### src/rtl/posit_encoder.sv
// posit_encoder: packs a signed combined scale factor, sign and fraction into an
// N-bit posit. The regime is emitted serially, then the word is rounded to nearest-even.
`default_nettype none

module posit_encoder #(
  parameter int N        = 32,
  parameter int ES       = 3,
  parameter int K_BITS   = 6,
  parameter int MAX_BITS = ES + K_BITS,
  parameter int FRAC_W   = 28
) (
  input  logic                       clk,
  input  logic                       rst_n,
  input  logic                       start,
  input  logic signed [MAX_BITS:0]   exp_raw,
  input  logic                       sign_in,
  input  logic        [FRAC_W-1:0]   frac_in,
  input  logic                       NaR_in,
  input  logic                       zero_in,
  output logic        [N-1:0]        posit_out,
  output logic                       busy,
  output logic                       done
);

  localparam int KW    = K_BITS + ES + 1;
  localparam int CNT_W = $clog2(N);
  localparam int STR_W = N - 1 + ES + FRAC_W;

  localparam logic signed [KW-1:0] K_SAT_HI = KW'(N - 2);
  localparam logic signed [KW-1:0] K_SAT_LO = KW'(-(N - 1));

  typedef enum logic [2:0] {
    S_IDLE   = 3'd0,
    S_SPLIT  = 3'd1,
    S_REGIME = 3'd2,
    S_PACK   = 3'd3,
    S_ROUND  = 3'd4,
    S_DONE   = 3'd5
  } state_e;

  state_e                   state_q, state_d;
  logic signed [MAX_BITS:0] exp_q, exp_d;
  logic                     sign_q, sign_d;
  logic [FRAC_W-1:0]        frac_q, frac_d;
  logic                     nar_q, nar_d;
  logic                     zero_q, zero_d;
  logic                     neg_q, neg_d;
  logic [CNT_W-1:0]         rl_q, rl_d;
  logic [CNT_W-1:0]         cnt_q, cnt_d;
  logic [N-2:0]             regime_q, regime_d;
  logic [N-2:0]             body_q, body_d;
  logic                     guard_q, guard_d;
  logic                     sticky_q, sticky_d;
  logic [N-1:0]             result_q, result_d;
  logic [N-1:0]             posit_q, posit_d;
  logic                     done_q, done_d;

  logic signed [KW-1:0]     k;
  logic [CNT_W-1:0]         rl;
  logic                     last;
  logic                     rbit;
  logic [CNT_W-1:0]         shamt;
  logic [STR_W-1:0]         str;
  logic                     round_up;
  logic [N-2:0]             body_r;
  logic [N-1:0]             mag;

  assign k     = exp_q >>> ES;
  // Truncation is harmless: rl is only used when k is inside the non-saturating range.
  assign rl    = k[KW-1] ? CNT_W'(1 - int'(k)) : CNT_W'(int'(k) + 2);
  assign last  = (cnt_q == CNT_W'(1));
  assign rbit  = neg_q ? last : ~last;

  // Left-justify {regime, e, frac}; bits shifted in from the right are the zero tail.
  assign shamt = CNT_W'(N - 1) - rl_q;
  assign str   = {regime_q, exp_q[ES-1:0], frac_q} << shamt;

  assign round_up = guard_q & (sticky_q | body_q[0]) & ~(&body_q);
  assign body_r   = body_q + {{(N-2){1'b0}}, round_up};
  assign mag      = {1'b0, body_r};

  always_comb begin
    state_d  = state_q;
    exp_d    = exp_q;
    sign_d   = sign_q;
    frac_d   = frac_q;
    nar_d    = nar_q;
    zero_d   = zero_q;
    neg_d    = neg_q;
    rl_d     = rl_q;
    cnt_d    = cnt_q;
    regime_d = regime_q;
    body_d   = body_q;
    guard_d  = guard_q;
    sticky_d = sticky_q;
    result_d = result_q;
    posit_d  = posit_q;
    done_d   = 1'b0;
    case (state_q)
      S_IDLE: begin
        if (start) begin
          exp_d   = exp_raw;
          sign_d  = sign_in;
          frac_d  = frac_in;
          nar_d   = NaR_in;
          zero_d  = zero_in;
          state_d = S_SPLIT;
        end
      end
      S_SPLIT: begin
        neg_d    = k[KW-1];
        rl_d     = rl;
        cnt_d    = rl;
        regime_d = '0;
        state_d  = S_REGIME;
        // Saturated results are fixed words; sign is not applied on this path.
        if (nar_q) begin
          result_d = {1'b1, {(N-1){1'b0}}};
          state_d  = S_DONE;
        end else if (zero_q) begin
          result_d = '0;
          state_d  = S_DONE;
        end else if (k >= K_SAT_HI) begin
          result_d = {1'b0, {(N-1){1'b1}}};
          state_d  = S_DONE;
        end else if (k <= K_SAT_LO) begin
          result_d = N'(1);
          state_d  = S_DONE;
        end
      end
      S_REGIME: begin
        regime_d = {regime_q[N-3:0], rbit};
        cnt_d    = cnt_q - CNT_W'(1);
        if (last) state_d = S_PACK;
      end
      S_PACK: begin
        body_d   = str[STR_W-1 -: N-1];
        guard_d  = str[STR_W-N];
        sticky_d = |str[STR_W-N-1:0];
        state_d  = S_ROUND;
      end
      S_ROUND: begin
        result_d = sign_q ? (~mag + N'(1)) : mag;
        state_d  = S_DONE;
      end
      S_DONE: begin
        posit_d = result_q;
        done_d  = 1'b1;
        state_d = S_IDLE;
      end
      default: state_d = S_IDLE;
    endcase
  end

  always_ff @(posedge clk or negedge rst_n) begin
    if (!rst_n) begin
      state_q  <= S_IDLE;
      exp_q    <= '0;
      sign_q   <= 1'b0;
      frac_q   <= '0;
      nar_q    <= 1'b0;
      zero_q   <= 1'b0;
      neg_q    <= 1'b0;
      rl_q     <= '0;
      cnt_q    <= '0;
      regime_q <= '0;
      body_q   <= '0;
      guard_q  <= 1'b0;
      sticky_q <= 1'b0;
      result_q <= '0;
      posit_q  <= '0;
      done_q   <= 1'b0;
    end else begin
      state_q  <= state_d;
      exp_q    <= exp_d;
      sign_q   <= sign_d;
      frac_q   <= frac_d;
      nar_q    <= nar_d;
      zero_q   <= zero_d;
      neg_q    <= neg_d;
      rl_q     <= rl_d;
      cnt_q    <= cnt_d;
      regime_q <= regime_d;
      body_q   <= body_d;
      guard_q  <= guard_d;
      sticky_q <= sticky_d;
      result_q <= result_d;
      posit_q  <= posit_d;
      done_q   <= done_d;
    end
  end

  assign posit_out = posit_q;
  assign done      = done_q;
  assign busy      = (state_q != S_IDLE);

endmodule

`default_nettype wire

### config.mk
export PLATFORM = sky130hd
export DESIGN_NAME = posit_encoder
export DESIGN_NICKNAME = d
export VERILOG_FILES = /design/src/rtl/posit_encoder.sv
export SDC_FILE = /design/constraint.sdc
export NUM_CORES = 1
export LEC_CHECK = 0
export ABC_AREA = 0
export BUFFER_PORTS_ARGS = -buffer_cell sky130_fd_sc_hd__buf_4
export CORE_ASPECT_RATIO = 0.8
export CORE_MARGIN = 2
export CORE_UTILIZATION = 30
export CTS_CLUSTER_DIAMETER = 200
export DETAILED_ROUTE_END_ITERATION = 10
export PLACE_DENSITY_LB_ADDON = 0.25
export SYNTH_ARGS = -nofsm -noshare
export SYNTH_HDL_FRONTEND = slang
export SYNTH_SLANG_ARGS = --single-unit
export TNS_END_PERCENT = 100
### constraint.sdc
create_clock -name clk -period 5.4 [get_ports clk]
set_input_delay 0.27 -clock clk [delete_from_list [all_inputs] [get_ports clk]]
set_output_delay 0.27 -clock clk [all_outputs]
set_load 0.02 [all_outputs]
==> out/qor.csv, run 1 <==
metric;value;unit
status;completed;
peakVddDrop;0.309;mV
syn_area;11800;um^2
post-cts-setup-buffers;0;
finish.instance_area;13400;um^2
period_share;85.2;%
synth_seq_area_share;38.9;%
synthesis.nets;1230;
finalPower;0.00882;W
nFillCells;4006;
numClockSinks;184;
ys_ff_latch;184;
cp-end-kind;register;
hpwl;21.7;mm
reg2reg_from;body_q[9];
internal-power;0.00483;W
grt_pass1_vias;8751;
fmax;0.217;GHz
async_flop_share;100;%
max-slew-margin-rel;25.0;%
drive_gt1_share;24.5;%
clockBufferDepth;2;
grt-ovfl-total;0;
synth_edf_count;0;
start_util;30.2;%
tns;0;ps
htreeDepth;4;
grt_max_degree;69;
place_area;12800;um^2
num_rows;65;
clock_skew;10.2;ps
combPwrFrac;55.8;%
synthToLayoutAreaGrowth;13.2;%
fp.dieH;182;um
setup_violations;0;
use_met1;24.1;%
pwr-share-clk;14.1;%
gp_congestion;0.873;
wl;30.1;mm
syn_inst;1178;
busiest_layer;met1;
use_met2;21.1;%
p_leak;5.65;nW
wire_per_inst;17.3;um
critical_path.startpoint;body_q[9];
dp_worst_setup_slack;882;ps
vias_per_cell;5.17;
drt_pass1_iterations;5;
path_clk_slew;70;ps
numCtsBuffers;17;
via_count;9016;
yosysWarnings;0;
hold_start;exp_raw[5];
startpoint_type;register;
crit_type;reg -> reg;
final_common_cell;dfrtp_1;
drt_iter0_drc;861;
min_path_type;in -> reg;
antenna_found_initial;0;
p_seq_share;30.1;%
num-nets-final;1246;
critPathMaxFanout;14;
port_buffers;77;
dieArea;41000;um^2
arrival;4940;ps
cap_violations;0;
grt_util_all_layers;15.1;%
critPathRequiredTime;5730;ps
grt_setup_unrepaired;no;
grt_first_pass_wirelength;49.7;mm
drc;0;
core-area;39100;um^2
diodes;0;
switching_power;0.00399;W
worst-slew-pin-transition;1120;ps
synth_flop_cell;dfrtp_1;
seq_area;4610;um^2
use_met3;2.70;%
finalHoldViolCount;0;
syn_area_per_cell;10.0;um^2
cts_tree;built;
power.density;659;nW/um^2
fin_crit;4600;ps
ant_nets;0;
multiInputGateArea;6750;um^2
clk_latency;450;ps
die_w;226;um
finalMaxSlewViolations;0;
yosysUniqueCellTypes;75;
finalWorstSetupSlack;797;ps
root_buffer;clkbuf_16;
io_pins;78;
swShare;45.3;%
layout_common_cells;dfrtp_1 (182), nand2_1 (145), mux2_2 (114);
## synthesized netlist by cell type (17+ instances only)
cell | n | area [um^2]
a22o_1 | 31 | 272
nor2_1 | 52 | 195
a21oi_1 | 47 | 235
buf_2 | 17 | 85.1
o21ai_0 | 99 | 495
dfrtp_1 | 184 | 4600
xnor2_1 | 34 | 298
mux2_2 | 114 | 1280
nand2_1 | 145 | 544
xor2_1 | 24 | 210
clkbuf_1 | 59 | 221
mux2i_1 | 85 | 851
mux4_2 | 30 | 676
## kinds of logic after synthesis
kind of cell	after synthesis	share of synthesized area [%]
AO/OA/AOI/OAI	268	14.8
XOR/XNOR	58	4.29
adder cells (fa/ha/maj)	8	0.846
buffers and inverters	115	4.15
flip-flops	184	38.9
multiplexers	229	23.8
AND/OR/NAND/NOR	316	13.2
## registers in the layout, summed over array words and instances (netlist names), 3 cells and up
register,flops
body_q,31
cnt_q,5
exp_q,10
frac_q,28
posit_out,32
regime_q,31
result_q,32
rl_q,5
state_q,3
## critical path, cell delays in order (launching register included)
cell,delay (ps)
dfrtp_1,600
nand4_1,220
or3_1,530
nor3_1,190
a21oi_1,100
ha_1,280
and4_1,390
a2111oi_4,510
o221ai_2,230
nor4_1,650
o21ai_1,140
o31ai_1,280
xor2_1,100
o2bb2a_1,290
## worst paths after layout
path	slack [ps]	end	cells after the start
worst max-delay path	800	result_q[28]	13
worst min-delay path	40	exp_q[5]	3
worst max register to register	800	result_q[28]	13
worst min register to register	490	guard_q	2
max in group asynchronous	3740	rl_q[0]	3
min in group asynchronous	330	posit_out[5]	2
## power groups by stage
stage	Sequential, W	Combinational, W	Clock (W)
2_1_floorplan	0.00241	0.00382	0
6_report	0.00266	0.00492	0.00124
3_5_place_dp	0.00268	0.00490	0
5_1_grt	0.00278	0.00545	0.00134
4_1_cts	0.00266	0.00493	0.00128
3_3_place_gp	0.00266	0.00488	0
## metal layers
metal	part of all wire, %	wire (um)
met2	41	12400
met5	0	0
met3	4.4	1330
met4	0.54	163
met1	54	16100
## repair_timing
action | 4_1_cts | 5_1_grt
resized for setup | 0 | 0
setup endpoints to repair | 0 | 0
hold endpoints to repair | 53 | 0
hold buffers | 1 | 0
## per-stage QoR
step / hold WS, ps / util [%] / instances
after floorplan: -25.6 / - / 1178
after global placement: 260 / 32.7 / 1710
after detailed placement: 262 / 32.7 / 1710
after CTS: 22.6 / 34.2 / 1743
after global routing: 27.3 / 34.2 / 1743
final: 40.4 / 34.2 / 1743
## final cells by class
class / count / share of cell area, %
clock buffer: 22 / 3.54
tap: 536 / 5.01
clock inverter: 10 / 0.720
sequential: 184 / 34.4
multi-input combinational: 879 / 50.5
timing repair buffer: 94 / 5.34
inverter: 18 / 0.505
Power figures use the tool's default switching activity.
==> run 2, diff against run 1 <==
--- a/config.mk
+++ b/config.mk
@@ -9,7 +9,7 @@
 export BUFFER_PORTS_ARGS = -buffer_cell sky130_fd_sc_hd__buf_4
 export CORE_ASPECT_RATIO = 0.8
 export CORE_MARGIN = 2
-export CORE_UTILIZATION = 30
+export CORE_UTILIZATION = 55
 export CTS_CLUSTER_DIAMETER = 200
 export DETAILED_ROUTE_END_ITERATION = 10
 export PLACE_DENSITY_LB_ADDON = 0.25
==> run 2 against run 1 <==
  * Via count is 0.29% higher
  * Sequential share of layout area up 0.78 points
  * Worst hold slack hardly changed
  * Critical endpoint unchanged
  * Highest routed layer unchanged
==> out/qor.csv, run 2 (synthesized netlist as in run 1, its figures left out) <==
metric;value;unit
clockBufferDepth;2;
nFillCells;1753;
worst-slew-pin-transition;1160;ps
drt_pass1_iterations;5;
critPathMaxFanout;14;
finalWorstSetupSlack;736;ps
vias_per_cell;6.13;
port_buffers;77;
arrival;4990;ps
diodes;0;
ant_nets;0;
synthToLayoutAreaGrowth;10.6;%
drc;0;
max-slew-margin-rel;22.9;%
clock_skew;14.9;ps
drt_iter0_drc;672;
period_share;86.4;%
grt_pass1_vias;8608;
ctsResizeCount;0;
post-route-util;62.7;%
antenna_found_initial;0;
num_rows;47;
gp_congestion;0.927;
peakVddDrop;0.355;mV
numClockSinks;184;
hpwl;19.3;mm
grt-ovfl-total;0;
via_count;9042;
cts_tree;built;
cp-end-kind;register;
layout_common_cells;dfrtp_1 (183), nand2_1 (145), mux2_2 (114);
die_w;168;um
multiInputGateArea;6750;um^2
io_pins;78;
clk_latency;450;ps
crit_type;reg -> reg;
post-cts-setup-buffers;0;
place_area;12500;um^2
dieArea;22700;um^2
final_common_cell;dfrtp_1;
root_buffer;clkbuf_16;
r2r_slack;740;ps
num-nets-final;1246;
setup_violations;0;
status;completed;
seq_area;4610;um^2
start_util;56.7;%
htreeDepth;4;
wire_per_inst;18.3;um
drive_gt1_share;24.6;%
grt_first_pass_wirelength;45.1;mm
wl;27.1;mm
power.density;671;nW/um^2
path_clk_slew;70;ps
dp_worst_setup_slack;863;ps
numCtsBuffers;17;
finish.instance_area;13100;um^2
finalPower;0.00878;W
grt_setup_unrepaired;no;
grt_max_degree;77;
finalMaxSlewViolations;0;
p_leak;5.67;nW
cap_violations;0;
min_path_type;in -> reg;
fin_crit;4660;ps
core-area;20900;um^2
grt_util_all_layers;24.7;%
fmax;0.214;GHz
fp.dieH;135;um
startpoint_type;register;
finalHoldViolCount;0;
critPathRequiredTime;5720;ps
tns;0;ps
-- run 2: cell types whose count changed in the layout (fill, tap and decap cells not counted) --
cell and delta:
dfrtp_1 +1, clkinvlp_4 -2, clkinv_8 +2, clkbuf_1 -2
inv_8 +3, clkbuf_8 -2, buf_6 +1, dfrtp_2 -1
inv_6 +2, clkinv_2 -2
-- run 2: final timing paths --
kind / start / endpoint / depth (start not counted)
max in group asynchronous: rst_n / result_q[17] / 3
min in group asynchronous: rst_n / frac_q[11] / 2
hold reg to reg: guard_q / guard_q / 2
setup / recovery: body_q[9] / result_q[28] / 14
hold / removal: exp_raw[4] / exp_q[4] / 3
setup reg to reg: body_q[9] / result_q[28] / 14
-- run 2: repair_timing --
action | 4_1_cts | 5_1_grt
hold endpoints to repair | 55 | 0
endpoints found under the setup margin | 0 | 0
hold buffers | 1 | 0
-- run 2: layout make-up --
type | count | share of cell area (%)
Sequential cell | 184 | 35.2
Tap cell | 269 | 2.57
Timing Repair Buffer | 94 | 5.44
Clock inverter | 13 | 1.19
Multi-Input combinational cell | 879 | 51.6
Clock buffer | 19 | 3.46
Inverter | 18 | 0.516
-- run 2: power by group --
group | switching [W] | total, W | internal [W]
Sequential | 0.000691 | 0.00264 | 0.00195
Combinational | 0.00265 | 0.00486 | 0.00221
Clock | 0.000600 | 0.00128 | 0.000684
Total | 0.00394 | 0.00878 | 0.00484
-- run 2: per-layer routing --
metal | part of all wire, % | up-vias | routed length [um] | global-route usage (%)
li1 | - | 4351 | - | -
met1 | 50 | 4429 | 13400 | 37.4
met2 | 44 | 242 | 11900 | 37.1
met3 | 5.6 | 20 | 1530 | 4.73
met4 | 0.94 | 0 | 254 | 5.80
met5 | 0 | - | 0 | 0
-- run 2: metrics by stage --
| stage | std cells | hold WS, ps |
|---|---|---|
| after floorplan | 1178 | -25.6 |
| after global placement | 1443 | 261 |
| after detailed placement | 1443 | 263 |
| after CTS | 1476 | 25.5 |
| after global routing | 1476 | 43.8 |
| final | 1476 | 40.5 |
-- run 2: critical path: stages (launching register included) --
cell and delay, ps:
dfrtp_1 580, nand4_1 220, or3_1 540, nor3_1 220, a21oi_1 130, ha_1 260, ha_1 240, a211o_1 280
a211oi_2 360, o221ai_2 210, nor4_1 710, o21ai_1 140, o31ai_1 280, xor2_1 100, o2bb2a_1 290
==> run 3, diff against run 2 <==
--- a/config.mk
+++ b/config.mk
@@ -7,9 +7,12 @@
 export LEC_CHECK = 0
 export ABC_AREA = 0
 export BUFFER_PORTS_ARGS = -buffer_cell sky130_fd_sc_hd__buf_4
+export CELL_PAD_IN_SITES_DETAIL_PLACEMENT = 1
+export CELL_PAD_IN_SITES_GLOBAL_PLACEMENT = 2
 export CORE_ASPECT_RATIO = 0.8
 export CORE_MARGIN = 2
-export CORE_UTILIZATION = 55
+export CORE_UTILIZATION = 40
+export CTS_BUF_LIST = sky130_fd_sc_hd__clkbuf_16
 export CTS_CLUSTER_DIAMETER = 200
 export DETAILED_ROUTE_END_ITERATION = 10
 export PLACE_DENSITY_LB_ADDON = 0.25
==> run 3 against run 2 <==
  * Sequential share of layout area decreased by 0.20 points
  * Cell count grew 7.4%
  * Critical path depth stayed put
==> out/qor.csv, run 3 (synthesized netlist as in run 1, its figures left out) <==
metric;value;unit
critPathMaxFanout;14;
multiInputGateArea;6750;um^2
drt_pass1_iterations;4;
tns;0;ps
arrival;5030;ps
drt_iter0_drc;500;
drive_gt1_share;24.3;%
clock_skew;9.29;ps
worst-slew-pin-transition;1170;ps
via_count;9070;
startpoint_type;register;
grt_setup_unrepaired;no;
numClockSinks;184;
final_common_cell;dfrtp_1;
dieArea;31000;um^2
nFillCells;3252;
vias_per_cell;5.72;
dp_worst_setup_slack;775;ps
cts_tree;built;
ctsResizeCount;0;
grt_pass1_vias;9300;
root_buffer;clkbuf_16;
crit_type;reg -> reg;
core-area;29200;um^2
io_pins;78;
grt_max_degree;85;
internal-power;0.00479;W
num-nets-final;1247;
post-route-util;45.1;%
grt_first_pass_wirelength;51.8;mm
cp-end-kind;register;
switching_power;0.00402;W
min_path_type;in -> reg;
period_share;87.1;%
p_leak;5.64;nW
htreeDepth;4;
path_clk_slew;70;ps
layout_common_cells;dfrtp_1 (182), nand2_1 (145), mux2_2 (114);
num_rows;56;
post-cts-setup-buffers;0;
numCtsBuffers;17;
wire_per_inst;19.7;um
critPathRequiredTime;5720;ps
peakVddDrop;0.256;mV
diodes;0;
clockBufferDepth;2;
cap_violations;0;
start_util;40.5;%
combPwrFrac;56.6;%
setup_violations;0;
grt_util_all_layers;21.0;%
finalHoldViolCount;0;
drc;0;
grt-ovfl-total;0;
clk_latency;440;ps
finalMaxSlewViolations;0;
fp.dieH;158;um
p_seq_share;29.9;%
fmax;0.213;GHz
swShare;45.6;%
port_buffers;77;
max-slew-margin-rel;21.9;%
hpwl;22.8;mm
pwr-share-clk;13.5;%
status;completed;
finalWorstSetupSlack;698;ps
seq_area;4610;um^2
gp_congestion;0.808;
antenna_found_initial;0;
die_w;196;um
power.density;669;nW/um^2
wl;31.2;mm
fin_crit;4700;ps
ant_nets;0;
synthToLayoutAreaGrowth;11.3;%
==> run 3: cell types whose count changed in the layout (fill, tap and decap cells not counted), sizes merged <==
cell,previous run,this run
clkbuf,19,18
clkinv,5,9
clkinvlp,2,5
inv,23,18
==> run 3: area by class of cell <==
type / instances / share of cell area, %
multi-input combinational: 879 / 51.3
sequential: 184 / 35.0
timing repair buffer: 95 / 5.48
tap: 377 / 3.58
clock buffer: 17 / 3.23
clock inverter: 15 / 0.865
inverter: 18 / 0.513
==> run 3: power by group through the flow <==
stage | clock [W] | combinational [W] | sequential [W]
floorplan | 0 | 0.00382 | 0.00241
global placement | 0 | 0.00490 | 0.00263
detailed placement | 0 | 0.00497 | 0.00265
CTS | 0.00123 | 0.00502 | 0.00264
global route | 0.00128 | 0.00553 | 0.00275
finish | 0.00119 | 0.00499 | 0.00263
==> run 3: timing repair <==
item	in CTS	in global routing
hold endpoints to repair	82	0
setup endpoints to repair	0	0
hold buffers	1	0
==> run 3: through the flow <==
step           power (W)  hold slack (ps)  area, um^2  instances
2_1_floorplan    0.00623            -25.6       11800       1178
3_3_place_gp     0.00753              368       12600       1552
3_5_place_dp     0.00763              373       12600       1552
4_1_cts          0.00889             27.3       13200       1585
5_1_grt          0.00955             43.6       13200       1585
6_report         0.00881             49.8       13200       1585
==> run 3: routing by layer <==
layer	vias up	track usage [%]	wire (um)
met5	-	0	0
met4	0	3.68	240
met2	85	33.4	14100
li1	4343	-	-
met1	4627	31.0	16100
met3	15	3.07	717
==> run 3: path summary, 6_finish.rpt <==
| check | start | to | slack, ps | cells past startpoint |
|---|---|---|---|---|
| min | exp_raw[4] | exp_q[4] | 50 | 3 |
| max in group asynchronous | rst_n | cnt_q[2] | 3760 | 3 |
| max reg2reg | body_q[9] | result_q[28] | 700 | 14 |
| min reg2reg | guard_q | guard_q | 500 | 2 |
| max | body_q[9] | result_q[28] | 700 | 14 |
| min in group asynchronous | rst_n | regime_q[22] | 440 | 2 |
==> run 3: critical path, stage by stage, from the launching register on <==
cell and delay (ps):
dfrtp_1 590, nand4_1 210, or3_1 540, nor3_1 200, a21oi_1 130, ha_1 260
ha_1 240, a211o_1 280, a211oi_2 350, o221ai_2 200, nor4_1 770, o21ai_1 140
o31ai_1 280, xor2_1 100, o2bb2a_1 290
